## config.mk

```make
export PLATFORM = sky130hd
export DESIGN_NAME = rvc_fetch_aligner
export DESIGN_NICKNAME = d
export VERILOG_FILES = /design/src/rtl/rvc_pkg.sv /design/src/rtl/rvc_len_decode.sv /design/src/rtl/rvc_fetch_aligner.sv
export SDC_FILE = /design/constraint.sdc
export NUM_CORES = 1
export LEC_CHECK = 0
export CAP_MARGIN = 20
export CORE_ASPECT_RATIO = 0.8
export CORE_MARGIN = 1
export CORE_UTILIZATION = 55
export DETAILED_ROUTE_END_ITERATION = 8
export PLACE_DENSITY_LB_ADDON = 0.2
export SLEW_MARGIN = 0
export SYNTH_ARGS = -nofsm -noshare
export SYNTH_HDL_FRONTEND = slang
export SYNTH_SLANG_ARGS = --single-unit
```

## constraint.sdc

```tcl
create_clock -name iCLK -period 9.3 [get_ports iCLK]
set_clock_uncertainty 0.2 [all_clocks]
set_input_delay 0.93 -clock iCLK [delete_from_list [all_inputs] [get_ports iCLK]]
set_output_delay 0.93 -clock iCLK [all_outputs]
set_load 0.01 [all_outputs]
```

## src/rtl/rvc_pkg.sv

```systemverilog
// Shared definitions for the RV32C fetch aligner.
//   HW_W          - halfword width
//   RV32_LEN_MARK - low two bits that mark a 32-bit instruction
//   BUF_HW        - halfword buffer depth
//   is_compressed - true when a halfword starts a 16-bit instruction
package rvc_pkg;

  localparam int unsigned HW_W          = 16;
  localparam logic [1:0]  RV32_LEN_MARK = 2'b11;
  localparam int unsigned BUF_HW        = 3;

  function automatic logic is_compressed(logic [HW_W-1:0] hw);
    return hw[1:0] != RV32_LEN_MARK;
  endfunction

endpackage

```

## src/rtl/rvc_len_decode.sv

```systemverilog
// Instruction length decode for the two oldest buffered halfwords.
//   count_i - number of valid halfwords in the buffer (0..3)
//   hb0_i   - oldest halfword
//   hb1_i   - next halfword
//   valid_o - a complete instruction is available
//   is_c_o  - that instruction is compressed
//   ir_o    - instruction, compressed ones zero-extended; zero when not valid
//   used_o  - halfwords the instruction occupies (0 when not valid)
module rvc_len_decode
  import rvc_pkg::*;
(
  input  logic [1:0]        count_i,
  input  logic [HW_W-1:0]   hb0_i,
  input  logic [HW_W-1:0]   hb1_i,
  output logic              valid_o,
  output logic              is_c_o,
  output logic [2*HW_W-1:0] ir_o,
  output logic [1:0]        used_o
);

  always_comb begin
    valid_o = 1'b0;
    is_c_o  = 1'b0;
    ir_o    = '0;
    used_o  = 2'd0;
    if (count_i >= 2'd1 && is_compressed(hb0_i)) begin
      valid_o = 1'b1;
      is_c_o  = 1'b1;
      ir_o    = {{HW_W{1'b0}}, hb0_i};
      used_o  = 2'd1;
    end else if (count_i >= 2'd2 && !is_compressed(hb0_i)) begin
      valid_o = 1'b1;
      ir_o    = {hb1_i, hb0_i};
      used_o  = 2'd2;
    end
    // count_i == 1 with a 32-bit marker: wait for the upper half.
  end

endmodule

```

## src/rtl/rvc_fetch_aligner.sv

```systemverilog
// Halfword aligner between the fetch unit and the RV32I/RV32C decoders.
// Buffers sequential 32-bit fetch words as halfwords and presents one
// instruction (16- or 32-bit) per cycle with its PC. Handles 32-bit
// instructions straddling fetch words and halfword-aligned redirects.
//   iCLK, iRST_N   - clock, async active-low reset
//   iFETCH_DATA    - fetch word, [15:0] at the lower address
//   iFETCH_VALID   - fetch word valid
//   oFETCH_READY   - a fetch word can be taken this cycle
//   iFLUSH         - redirect; iFLUSH_PC is the halfword-aligned target
//   oIR/oIS_C/oPC  - instruction, compressed flag, address
//   oVALID/iREADY  - downstream handshake
module rvc_fetch_aligner
  import rvc_pkg::*;
#(
  parameter int unsigned     PC_W     = 32,
  parameter logic [PC_W-1:0] RESET_PC = '0
) (
  input  logic            iCLK,
  input  logic            iRST_N,
  input  logic [31:0]     iFETCH_DATA,
  input  logic            iFETCH_VALID,
  output logic            oFETCH_READY,
  input  logic            iFLUSH,
  input  logic [PC_W-1:0] iFLUSH_PC,
  output logic [31:0]     oIR,
  output logic            oIS_C,
  output logic [PC_W-1:0] oPC,
  output logic            oVALID,
  input  logic            iREADY
);

  logic [HW_W-1:0] hb_q [BUF_HW];
  logic [HW_W-1:0] hb_d [BUF_HW];
  logic [1:0]      count_q, count_d;
  logic [PC_W-1:0] pc_q, pc_d;
  logic            skip_q, skip_d;

  logic            dec_valid;
  logic            dec_is_c;
  logic [31:0]     dec_ir;
  logic [1:0]      dec_used;

  logic            fetch_ready;
  logic            accept;
  logic            consume;
  logic [1:0]      remain;

  rvc_len_decode u_len_decode (
    .count_i (count_q),
    .hb0_i   (hb_q[0]),
    .hb1_i   (hb_q[1]),
    .valid_o (dec_valid),
    .is_c_o  (dec_is_c),
    .ir_o    (dec_ir),
    .used_o  (dec_used)
  );

  // Ready depends only on registered count, so there is no path from iREADY.
  assign fetch_ready = (count_q <= 2'd1);
  assign accept      = iFETCH_VALID && fetch_ready && !iFLUSH;
  assign consume     = dec_valid && iREADY && !iFLUSH;

  always_comb begin
    hb_d    = hb_q;
    count_d = count_q;
    pc_d    = pc_q;
    skip_d  = skip_q;
    remain  = count_q;
    if (iFLUSH) begin
      count_d = 2'd0;
      pc_d    = iFLUSH_PC;
      // A target in the upper half of a word means its low half is dropped.
      skip_d  = iFLUSH_PC[1];
    end else begin
      if (consume) begin
        remain = count_q - dec_used;
        pc_d   = pc_q + PC_W'({dec_used, 1'b0});
        unique case (dec_used)
          2'd1: begin
            hb_d[0] = hb_q[1];
            hb_d[1] = hb_q[2];
          end
          2'd2: hb_d[0] = hb_q[2];
          default: ;
        endcase
      end
      count_d = remain;
      // Accept implies count_q <= 1, so remain <= 1 and both halves fit.
      if (accept) begin
        if (skip_q) begin
          for (int i = 0; i < BUF_HW; i++) begin
            if (i == int'(remain)) hb_d[i] = iFETCH_DATA[31:16];
          end
          count_d = remain + 2'd1;
          skip_d  = 1'b0;
        end else begin
          for (int i = 0; i < BUF_HW; i++) begin
            if (i == int'(remain))     hb_d[i] = iFETCH_DATA[15:0];
            if (i == int'(remain) + 1) hb_d[i] = iFETCH_DATA[31:16];
          end
          count_d = remain + 2'd2;
        end
      end
    end
  end

  always_ff @(posedge iCLK or negedge iRST_N) begin
    if (!iRST_N) begin
      for (int i = 0; i < BUF_HW; i++) hb_q[i] <= '0;
      count_q <= 2'd0;
      pc_q    <= RESET_PC;
      skip_q  <= RESET_PC[1];
    end else begin
      hb_q    <= hb_d;
      count_q <= count_d;
      pc_q    <= pc_d;
      skip_q  <= skip_d;
    end
  end

  assign oFETCH_READY = fetch_ready;
  assign oVALID       = dec_valid;
  assign oIS_C        = dec_is_c;
  assign oIR          = dec_ir;
  assign oPC          = pc_q;

endmodule
```

==> impl_metrics.py, run 1 <==
metrics = {
    "synthesis": {
        "syn_nets": 692,
        "ys.flop_type": "dfrtp_1",
        "synthSimpleGateAreaFrac_pct": 20.3,
        "synth.mux.area_fraction_pct": 12.0,
        "syn-instance-count": 619,
        "avgSynthCellArea_um2": 9.19,
        "synth_top_area_share_pct": 36.5,
        "synth_top_cell_by_area": "dfrtp_1",
        "ys_types": 63,
        "synthAdderAreaFrac_pct": 1.01,
        "seq_area_frac_synth_pct": 36.5,
        "synth_area_leaders": "dfrtp_1, mux2_2, mux2i_1",
        "synth_area_mm2": 0.00569,
        "synth-xor-area-share_pct": 4.93,
        "synth-edff-count": 0,
        "synth_top_family_by_area": "compound AO/OA/AOI/OAI gates",
        "ys_warn_count": 0,
        "synth_compound_area_share_pct": 21.0,
        "synth-async-reset-ratio_pct": 100,
        "synth_seq_cells": 83,
    },
    "grt": {
        "grt.total_usage_pct": 32.2,
        "grt_max_degree": 84,
        "gr-total-overflow": 0,
        "grt_pass1_vias": 5320,
        "antenna_found_initial": 0,
        "grt_pass1_wl_um": 26800,
    },
    "power": {
        "p_clk_share_pct": 24.5,
        "seq_power_share_pct": 36.7,
        "max-vdd-ir-drop_v": 0.000128,
        "switching_share_pct": 36.0,
        "cellPowerDensity_mw_per_mm2": 220,
        "total_power_mw": 1.62,
        "power.share.combinational_pct": 38.8,
        "p_switching_uw": 585,
        "p_int_mw": 1.04,
        "p_leak_nw": 3.00,
    },
    "route": {
        "drt_iter0_markers": 525,
        "drc_errors": 0,
        "viasPerCell": 6.35,
        "vias": 5524,
        "routedWlPerCell_um": 19.2,
        "routed_wl_um": 16700,
        "first_pass_iters": 6,
        "ant_nets": 0,
    },
    "setup_path": {
        "crit_start": "iREADY",
        "path_max_fanout": 24,
        "crit_path_end_kind": "flip-flop",
        "r2r_start": "count_q[1]$_DFF_PN0_",
        "cp.arrival_ps": 3930,
        "cp-start-kind": "input pin",
        "required_ps": 9320,
        "path_class": "input pin to flip-flop",
    },
    "floorplanning": {
        "die_h_um": 93.0,
        "rows": 32,
        "core_area_mm2": 0.00985,
        "start_util_pct": 57.7,
        "die_w_um": 116,
        "die_area_mm2": 0.0108,
        "ios": 136,
    },
    "timing": {
        "fin_crit_sh_pct": 42.0,
        "rsz0062_at_grt": "false",
        "max_freq_mhz": 256,
        "finalWorstSetupSlack_ps": 5400,
        "final.min_clock_period_ps": 3900,
        "final.setup.tns_ps": 0,
        "setup_violations": 0,
        "drv_slew": 0,
        "relSlewSlack_pct": 13.6,
        "worst_pin_slew_ps": 1300,
        "hold_viol_final": 0,
    },
    "finish": {
        "syn_to_final_growth_pct": 30.0,
        "drive_gt1_share_pct": 10.5,
        "fillerInstances": 740,
        "nets": 802,
        "final_cells": 870,
        "final_core_utilization_pct": 75.1,
        "diodes": 0,
    },
    "cts": {
        "clkTransAtPathRegs_ps": 70,
        "cts.hold.buffers_added": 0,
        "htree_levels": 3,
        "clockBufferDepth": 2,
        "clockRootBuffer": "clkbuf_16",
        "cts_buffers": 9,
        "cts_setup_buffers": 0,
        "ctsResizeCount": 0,
        "clk_latency_ps": 340,
        "cts_tree": "yes",
        "cts.sinks": 83,
    },
    "place": {
        "dp_hpwl_um": 11100,
        "gp_congestion": 0.920,
        "place_ws_ps": 5100,
        "dp.cells": 853,
        "portBuffers": 135,
    },
    "worst_hold_path": {
        "min_path_type": "flip-flop to flip-flop",
        "hp-start": "hb_q[35]$_DFFE_PN0N_",
    },
    "run_status": {
        "status": "finished clean",
    },
    "job": {
        "drv_cap": 0,
    },
}
-- kinds of logic after synthesis --
| kind of cell | count (synthesis) |
|---|---|
| AOI/OAI and AO/OA | 169 |
| xor gates and xnor gates | 32 |
| adders and majority gates | 4 |
| buffers and inverters | 50 |
| DFF | 83 |
| muxes | 60 |
| and+or+nand+nor | 221 |
-- layout by cell type, fill, tap and decap left out, types with 8 or more instances in the layout --
| cell | count |
|---|---|
| a211oi_1 | 9 |
| a21oi_1 | 23 |
| a221o_1 | 15 |
| a22oi_1 | 12 |
| and2_1 | 34 |
| and3_1 | 10 |
| buf_4 | 9 |
| clkbuf_16 | 9 |
| clkdlybuf4s50_1 | 133 |
| dfrtp_1 | 82 |
| mux2_2 | 28 |
| mux2_4 | 9 |
| mux2i_1 | 23 |
| nand2_1 | 60 |
| nand3_1 | 22 |
| nand3b_1 | 10 |
| nand4_1 | 10 |
| nor2_1 | 35 |
| nor2b_1 | 14 |
| o211ai_1 | 13 |
| o21ai_0 | 45 |
| o21ai_1 | 8 |
| xnor2_1 | 11 |
| xor2_1 | 21 |
-- cells in the mapped netlist (all sizes together), types with 12 or more instances --
master and number:
mux2 37, a22oi 12, dfrtp 83, nor2b 14, nor2 37, mux2i 23
xor2 21, o21ai 54, buf 20, a21oi 24, clkbuf 25, a221o 15
nand2 60, nand3 22, and2 35, o211ai 13
-- area by class of cell --
cell class / count / area (um^2) / area share [%]
clock inverter: 4 / 72.6 / 0.981
timing repair buffer: 144 / 1430 / 19.4
inverter: 5 / 18.8 / 0.254
clock buffer: 12 / 256 / 3.47
sequential: 83 / 2080 / 28.1
multi-input combinational: 486 / 3370 / 45.5
tap: 136 / 170 / 2.30
-- per-stage QoR --
stage,area [um^2],hold slack [ps]
after floorplan,5690,254
after global placement,7040,274
after detailed placement,7040,281
after CTS,7370,298
after global routing,7390,330
final,7390,291
-- worst max-delay path, cell delays in order --
cell	delay [ps]
clkdlybuf4s50_1	770
and2b_1	240
o211ai_1	120
a22o_2	410
nor2_2	760
mux2_2	420
mux2_4	270
-- layer usage --
metal	vias to the layer above	part of all wire [%]	GRT usage, %
met3	48	7.7	5.50
li1	2484	-	-
met4	0	3.2	13.7
met1	2690	42	43.9
met5	-	0	0
met2	302	47	50.4
-- final timing paths --
| check | end | slack (ps) | depth (start not counted) |
|---|---|---|---|
| setup reg to reg | hb_q[12]$_DFFE_PN0P_ | 5560 | 7 |
| max in group asynchronous | hb_q[37]$_DFFE_PN0N_ | 7940 | 2 |
| hold reg to reg | hb_q[35]$_DFFE_PN0N_ | 290 | 2 |
| hold / removal | hb_q[35]$_DFFE_PN0N_ | 290 | 2 |
| setup / recovery | hb_q[12]$_DFFE_PN0P_ | 5400 | 7 |
| min in group asynchronous | oPC[5]$_DFFE_PN0N_ | 340 | 1 |
-- registers in the layout (all words and copies together) (netlist names) --
| register | flops |
|---|---|
| skip_q | 1 |
| hb_q | 48 |
| oPC | 32 |
| count_q | 2 |
-- power by group through the flow --
stage | sequential (mW) | combinational (mW) | clock (mW)
after CTS | 0.592 | 0.622 | 0.401
after detailed placement | 0.595 | 0.614 | 0
final | 0.597 | 0.630 | 0.398
after floorplan | 0.564 | 0.421 | 0
after global routing | 0.611 | 0.677 | 0.414
after global placement | 0.590 | 0.587 | 0
Power figures use the tool's default switching activity.
==> run 2, diff against run 1 <==
--- a/config.mk
+++ b/config.mk
@@ -8,7 +8,7 @@
 export CAP_MARGIN = 20
 export CORE_ASPECT_RATIO = 0.8
 export CORE_MARGIN = 1
-export CORE_UTILIZATION = 55
+export CORE_UTILIZATION = 51
 export DETAILED_ROUTE_END_ITERATION = 8
 export PLACE_DENSITY_LB_ADDON = 0.2
 export SLEW_MARGIN = 0
==> constraint.sdc (replaced) <==
create_clock -name iCLK -period 3.7 [get_ports iCLK]
set_clock_uncertainty 0.2 [all_clocks]
set_input_delay 0.37 -clock iCLK [delete_from_list [all_inputs] [get_ports iCLK]]
set_output_delay 0.37 -clock iCLK [all_outputs]
set_load 0.01 [all_outputs]
==> run 2 against run 1 <==
Net effect:
- routed wire length decreased by 1.1%
- register-to-register slack worse by 5100 ps
- sequential share of layout area down 0.34 points
- sequential cell count stayed put
- combinational power rose to 2.5 times the previous value
- clock power rose by 130%
- worst hold slack worse by 58 ps
- final cell count up 2.6%
- cell area is 1.2% higher
- critical endpoint is now oIR[4]
- count of clock-buffer cells in the layout is 1 lower
- critical path depth down 2
- largest cell class unchanged
- die area increased by 7.7%
==> impl_metrics.py, run 2 (same netlist as run 1, synthesis figures left out) <==
metrics = {
    "power": {
        "cellPowerDensity_mw_per_mm2": 535,
        "total_power_mw": 4.01,
        "max-vdd-ir-drop_v": 0.000310,
        "p_leak_nw": 3.06,
    },
    "finish": {
        "final_cells": 893,
        "final_area_mm2": 0.00749,
        "nets": 817,
        "regArea_mm2": 0.00208,
        "multi_input_area_mm2": 0.00337,
        "fillerInstances": 865,
        "top_register": "hb_q",
        "syn_to_final_growth_pct": 31.6,
        "mostFrequentLayoutCell": "clkdlybuf4s50_1",
        "diodes": 0,
        "drive_gt1_share_pct": 12.1,
        "layout_common_cells": "clkdlybuf4s50_1, dfrtp_1, nand2_1, o21ai_0, nor2_1",
        "largest_reg_flops": 48,
    },
    "place": {
        "dp.cells": 875,
        "gp_congestion": 0.915,
        "dp_hpwl_um": 11600,
        "postPlaceCellArea_mm2": 0.00715,
        "portBuffers": 135,
    },
    "route": {
        "viasPerCell": 6.11,
        "ant_nets": 0,
        "drc_errors": 0,
        "drt_iter0_markers": 340,
        "first_pass_iters": 5,
        "vias": 5458,
        "routed_wl_um": 16500,
        "routedWlPerCell_um": 18.5,
    },
    "timing": {
        "drv_slew": 0,
        "setup_violations": 0,
        "max_freq_mhz": 309,
        "relSlewSlack_pct": 53.3,
        "final.setup.tns_ps": 0,
        "fin_crit_sh_pct": 87.6,
        "hold_viol_final": 0,
        "holdWs_ps": 233,
        "final.min_clock_period_ps": 3240,
        "worst_pin_slew_ps": 697,
        "rsz0062_at_grt": "false",
    },
    "floorplanning": {
        "die_h_um": 96.4,
        "die_w_um": 120,
        "core_area_mm2": 0.0108,
        "start_util_pct": 52.4,
        "ios": 136,
        "die_area_mm2": 0.0116,
        "rows": 34,
    },
    "worst_hold_path": {
        "min_path_type": "input pin to flip-flop",
    },
    "cts": {
        "clkTransAtPathRegs_ps": 60,
        "htree_levels": 3,
        "ctsResizeCount": 0,
        "cts_setup_buffers": 0,
        "clockBufferDepth": 2,
        "cts_buffers": 9,
        "cts_tree": "yes",
        "clk_latency_ps": 340,
        "cts.hold.buffers_added": 0,
        "cts.sinks": 83,
        "clockRootBuffer": "clkbuf_16",
    },
    "setup_path": {
        "path_class": "flip-flop to output port",
        "cp.arrival_ps": 2670,
        "crit_path_end_kind": "output port",
        "required_ps": 3130,
        "cp-start-kind": "flip-flop",
        "path_max_fanout": 12,
    },
    "grt": {
        "grt_pass1_vias": 5211,
        "grt_pass1_wl_um": 26700,
        "gr-total-overflow": 0,
        "antenna_found_initial": 0,
        "grt_max_degree": 84,
        "grt.total_usage_pct": 29.6,
    },
    "run_status": {
        "status": "finished clean",
    },
    "job": {
        "drv_cap": 0,
    },
}
[run 2: changes by cell type in the layout (fill, tap and decap cells not counted)]
cell,change
clkbuf_8,-1
bufinv_16,-1
buf_4,+14
dlygate4sd3_1,+1
clkinv_2,+2
[run 2: worst max-delay path, stage by stage (launching register included)]
cell and delay, ps:
dfrtp_1 460, and2_1 320, o21ai_1 530, buf_4 310
and2_1 140, clkdlybuf4s50_1 560
[run 2: layer usage]
layer  share of wire, %  GRT usage (%)  vias to the layer above
li1                   -              -                     2513
met1                 44           40.8                     2661
met2                 47           47.3                      262
met3                7.4           5.11                       22
met4                1.4           10.0                        0
met5                  0              0                        -
[run 2: final cells by class]
type	instances	share of cell area [%]
Tap cell	144	2.41
Timing Repair Buffer	159	20.7
Clock inverter	5	0.702
Multi-Input combinational cell	486	45.0
Sequential cell	83	27.8
Clock buffer	11	3.24
Inverter	5	0.251
[run 2: through the flow]
step	setup WS, ps	utilization [%]
2_1_floorplan	711	-
3_3_place_gp	467	65.9
3_5_place_dp	406	65.9
4_1_cts	466	68.7
5_1_grt	319	69.0
6_report	459	69.0
[run 2: where the power goes]
part	internal [mW]	leakage, nW	switching, mW
logic	0.817	1.90	0.786
registers	1.20	1.01	0.300
clock network	0.538	0.145	0.365
[run 2: final timing paths]
kind                                       from              endpoint  slack, ps  cells past startpoint
max reg2reg                count_q[1]$_DFF_PN0_  hb_q[25]$_DFFE_PN0N_        470                      9
min                                      iFLUSH  count_q[0]$_DFF_PN0_        230                      2
max                        hb_q[32]$_DFFE_PN0N_                oIR[4]        460                      5
min reg2reg                hb_q[43]$_DFFE_PN0N_  hb_q[43]$_DFFE_PN0N_        290                      2
min in group asynchronous                iRST_N   oPC[31]$_DFFE_PN0N_        340                      2
max in group asynchronous                iRST_N   hb_q[9]$_DFFE_PN0P_       2340                      3
==> run 3, diff against run 2 <==
--- a/config.mk
+++ b/config.mk
@@ -8,10 +8,11 @@
 export CAP_MARGIN = 20
 export CORE_ASPECT_RATIO = 0.8
 export CORE_MARGIN = 1
-export CORE_UTILIZATION = 51
+export CORE_UTILIZATION = 52
 export DETAILED_ROUTE_END_ITERATION = 8
 export PLACE_DENSITY_LB_ADDON = 0.2
-export SLEW_MARGIN = 0
+export SLEW_MARGIN = 10
 export SYNTH_ARGS = -nofsm -noshare
 export SYNTH_HDL_FRONTEND = slang
+export SYNTH_HIERARCHICAL = 1
 export SYNTH_SLANG_ARGS = --single-unit
==> run 3 against run 2 <==
Net effect:
- sequential cell count did not move
- clock power grew 10%
- worst setup slack lost 36 ps
- count of clock-buffer cells in the layout is 1 higher
- die area grew 4.0%
- synthesized cell count increased by 13%
- register-to-register slack got worse by 50 ps
==> impl_metrics.py, run 3 <==
metrics = {
    "route": {
        "vias": 6354,
        "routed_wl_um": 20100,
        "drc_errors": 0,
        "first_pass_iters": 6,
        "drt_iter0_markers": 681,
        "routedWlPerCell_um": 21.0,
        "ant_nets": 0,
        "viasPerCell": 6.63,
    },
    "place": {
        "gp_congestion": 0.907,
        "dp_hpwl_um": 14200,
        "portBuffers": 135,
        "place_ws_ps": 496,
    },
    "floorplanning": {
        "rows": 34,
        "die_h_um": 98.3,
        "die_w_um": 122,
        "die_area_mm2": 0.0120,
        "ios": 136,
        "start_util_pct": 54.5,
        "core_area_mm2": 0.0111,
    },
    "setup_path": {
        "required_ps": 3720,
        "r2r_start": "count_q[0]$_DFF_PN0_",
        "cp-start-kind": "flip-flop",
        "crit_path_end_kind": "flip-flop",
        "crit_start": "count_q[0]$_DFF_PN0_",
        "cp.arrival_ps": 3300,
        "path_max_fanout": 15,
        "path_class": "flip-flop to flip-flop",
    },
    "cts": {
        "cts_setup_buffers": 0,
        "cts_buffers": 9,
        "clk_latency_ps": 340,
        "clkTransAtPathRegs_ps": 60,
        "cts_tree": "yes",
        "cts.sinks": 83,
        "htree_levels": 3,
        "clockBufferDepth": 2,
        "clockRootBuffer": "clkbuf_16",
        "ctsResizeCount": 0,
    },
    "synthesis": {
        "syn_nets": 772,
        "synth_compound_area_share_pct": 25.1,
        "yosysMostFrequentCell": "dfrtp_1",
        "synth_top_area_share_pct": 34.4,
        "seq_area_frac_synth_pct": 34.4,
        "synthSimpleGateAreaFrac_pct": 22.4,
        "synth_area_mm2": 0.00603,
        "synth_area_leaders": "dfrtp_1, mux2i_1, nand2_1",
        "synth-xor-area-share_pct": 4.65,
        "synth_top_cell_by_area": "dfrtp_1",
        "synth_top_family_by_area": "compound AO/OA/AOI/OAI gates",
        "avgSynthCellArea_um2": 8.66,
        "synth.mux.area_fraction_pct": 7.22,
        "synth_seq_cells": 83,
        "syn-instance-count": 697,
        "synth-async-reset-ratio_pct": 100,
        "ys_types": 57,
        "ys.flop_type": "dfrtp_1",
        "ys_warn_count": 6,
        "synth-edff-count": 0,
        "synthAdderAreaFrac_pct": 1.37,
        "synthTopCellsByCount": "dfrtp_1, nand2_1, o21ai_0",
    },
    "power": {
        "p_leak_nw": 3.06,
        "max-vdd-ir-drop_v": 0.000342,
        "cellPowerDensity_mw_per_mm2": 537,
    },
    "timing": {
        "setup_violations": 0,
        "worst_pin_slew_ps": 770,
        "fin_crit_sh_pct": 88.6,
        "final.min_clock_period_ps": 3280,
        "drv_slew": 0,
        "final.setup.tns_ps": 0,
        "max_freq_mhz": 305,
        "relSlewSlack_pct": 48.7,
        "rsz0062_at_grt": "false",
        "hold_viol_final": 0,
        "finalWorstSetupSlack_ps": 423,
    },
    "finish": {
        "layout_common_cells": "clkdlybuf4s50_1, dfrtp_1, nand2_1, o21ai_0, mux2i_1",
        "nets": 884,
        "top_register": "hb_q",
        "diodes": 0,
        "largest_reg_flops": 48,
        "syn_to_final_growth_pct": 29.8,
        "mostFrequentLayoutCell": "clkdlybuf4s50_1",
        "drive_gt1_share_pct": 7.62,
    },
    "grt": {
        "grt.total_usage_pct": 35.0,
        "grt_max_degree": 84,
        "antenna_found_initial": 0,
        "grt_pass1_vias": 6019,
        "gr-total-overflow": 0,
        "grt_pass1_wl_um": 32300,
    },
    "run_status": {
        "status": "finished clean",
    },
    "worst_hold_path": {
        "min_path_type": "input pin to asynchronous set/reset pin",
    },
    "job": {
        "drv_cap": 0,
    },
}
-- run 3: layer usage --
metal	global-route usage [%]	vias to the layer above	routed length (um)
met3	8.94	51	2610
met4	10.6	0	365
met1	52.5	3001	8680
li1	-	2858	-
met5	0	-	0
met2	48.8	444	8460
-- run 3: stage by stage --
| step | hold slack [ps] | util, % | power (mW) | area, um^2 | std cells |
|---|---|---|---|---|---|
| detailed placement | 296 | 67.5 | 3.17 | 7470 | 940 |
| floorplan | -126 | - | 2.49 | 6030 | 697 |
| global route | 270 | 70.8 | 4.45 | 7830 | 958 |
| finish | 261 | 70.8 | 4.21 | 7830 | 958 |
| CTS | 80.6 | 70.5 | 4.17 | 7800 | 956 |
| global placement | 292 | 67.5 | 3.10 | 7470 | 940 |
-- run 3: repair_timing --
item | CTS | global route
hold endpoints to repair | 0 | 18
setup endpoints to repair | 0 | 0
hold buffers | 0 | 1
-- run 3: area by class of cell --
cell class	count	area (um^2)
clock buffers	12	256
clock inverters	4	72.6
fillers	857	3230
inverters	8	30.0
multi-input cells	549	3680
flip-flops and latches	83	2080
well taps	144	180
repair buffers	158	1540
-- run 3: cells by family (layout without fill, tap and decap cells) --
group / count (synthesis) / count (layout)
xor gates and xnor gates: 32 / 32
adders and majority gates: 6 / 6
buffers and inverters: 65 / 182
AOI/OAI and AO/OA: 216 / 216
and+or+nand+nor: 252 / 252
muxes: 43 / 43
DFF: 83 / 83
-- run 3: path summary, 6_finish.rpt --
| check | slack, ps | to | depth (start not counted) |
|---|---|---|---|
| min in group iCLK | 300 | count_q[1]$_DFF_PN0_ | 2 |
| min reg2reg | 310 | oPC[0]$_DFFE_PN0P_ | 1 |
| min | 260 | hb_q[12]$_DFFE_PN0P_ | 2 |
| max in group asynchronous | 2410 | hb_q[41]$_DFFE_PN0N_ | 3 |
| max | 420 | hb_q[25]$_DFFE_PN0N_ | 8 |
| max reg2reg | 420 | hb_q[25]$_DFFE_PN0N_ | 8 |
-- run 3: report_power, final --
part	switching, mW	leakage (nW)	internal [mW]
registers	0.324	1.02	1.18
clock network	0.365	0.159	0.627
logic	0.912	1.88	0.794
total	1.60	3.06	2.60
-- run 3: worst max-delay path: stages, from the launching register on --
cell and delay (ps):
dfrtp_1 520, a21bo_4 390, nand2_1 220, nand3b_4 230, mux2i_4 580, buf_4 310, mux2i_1 230, o221ai_1 150
a311o_1 340
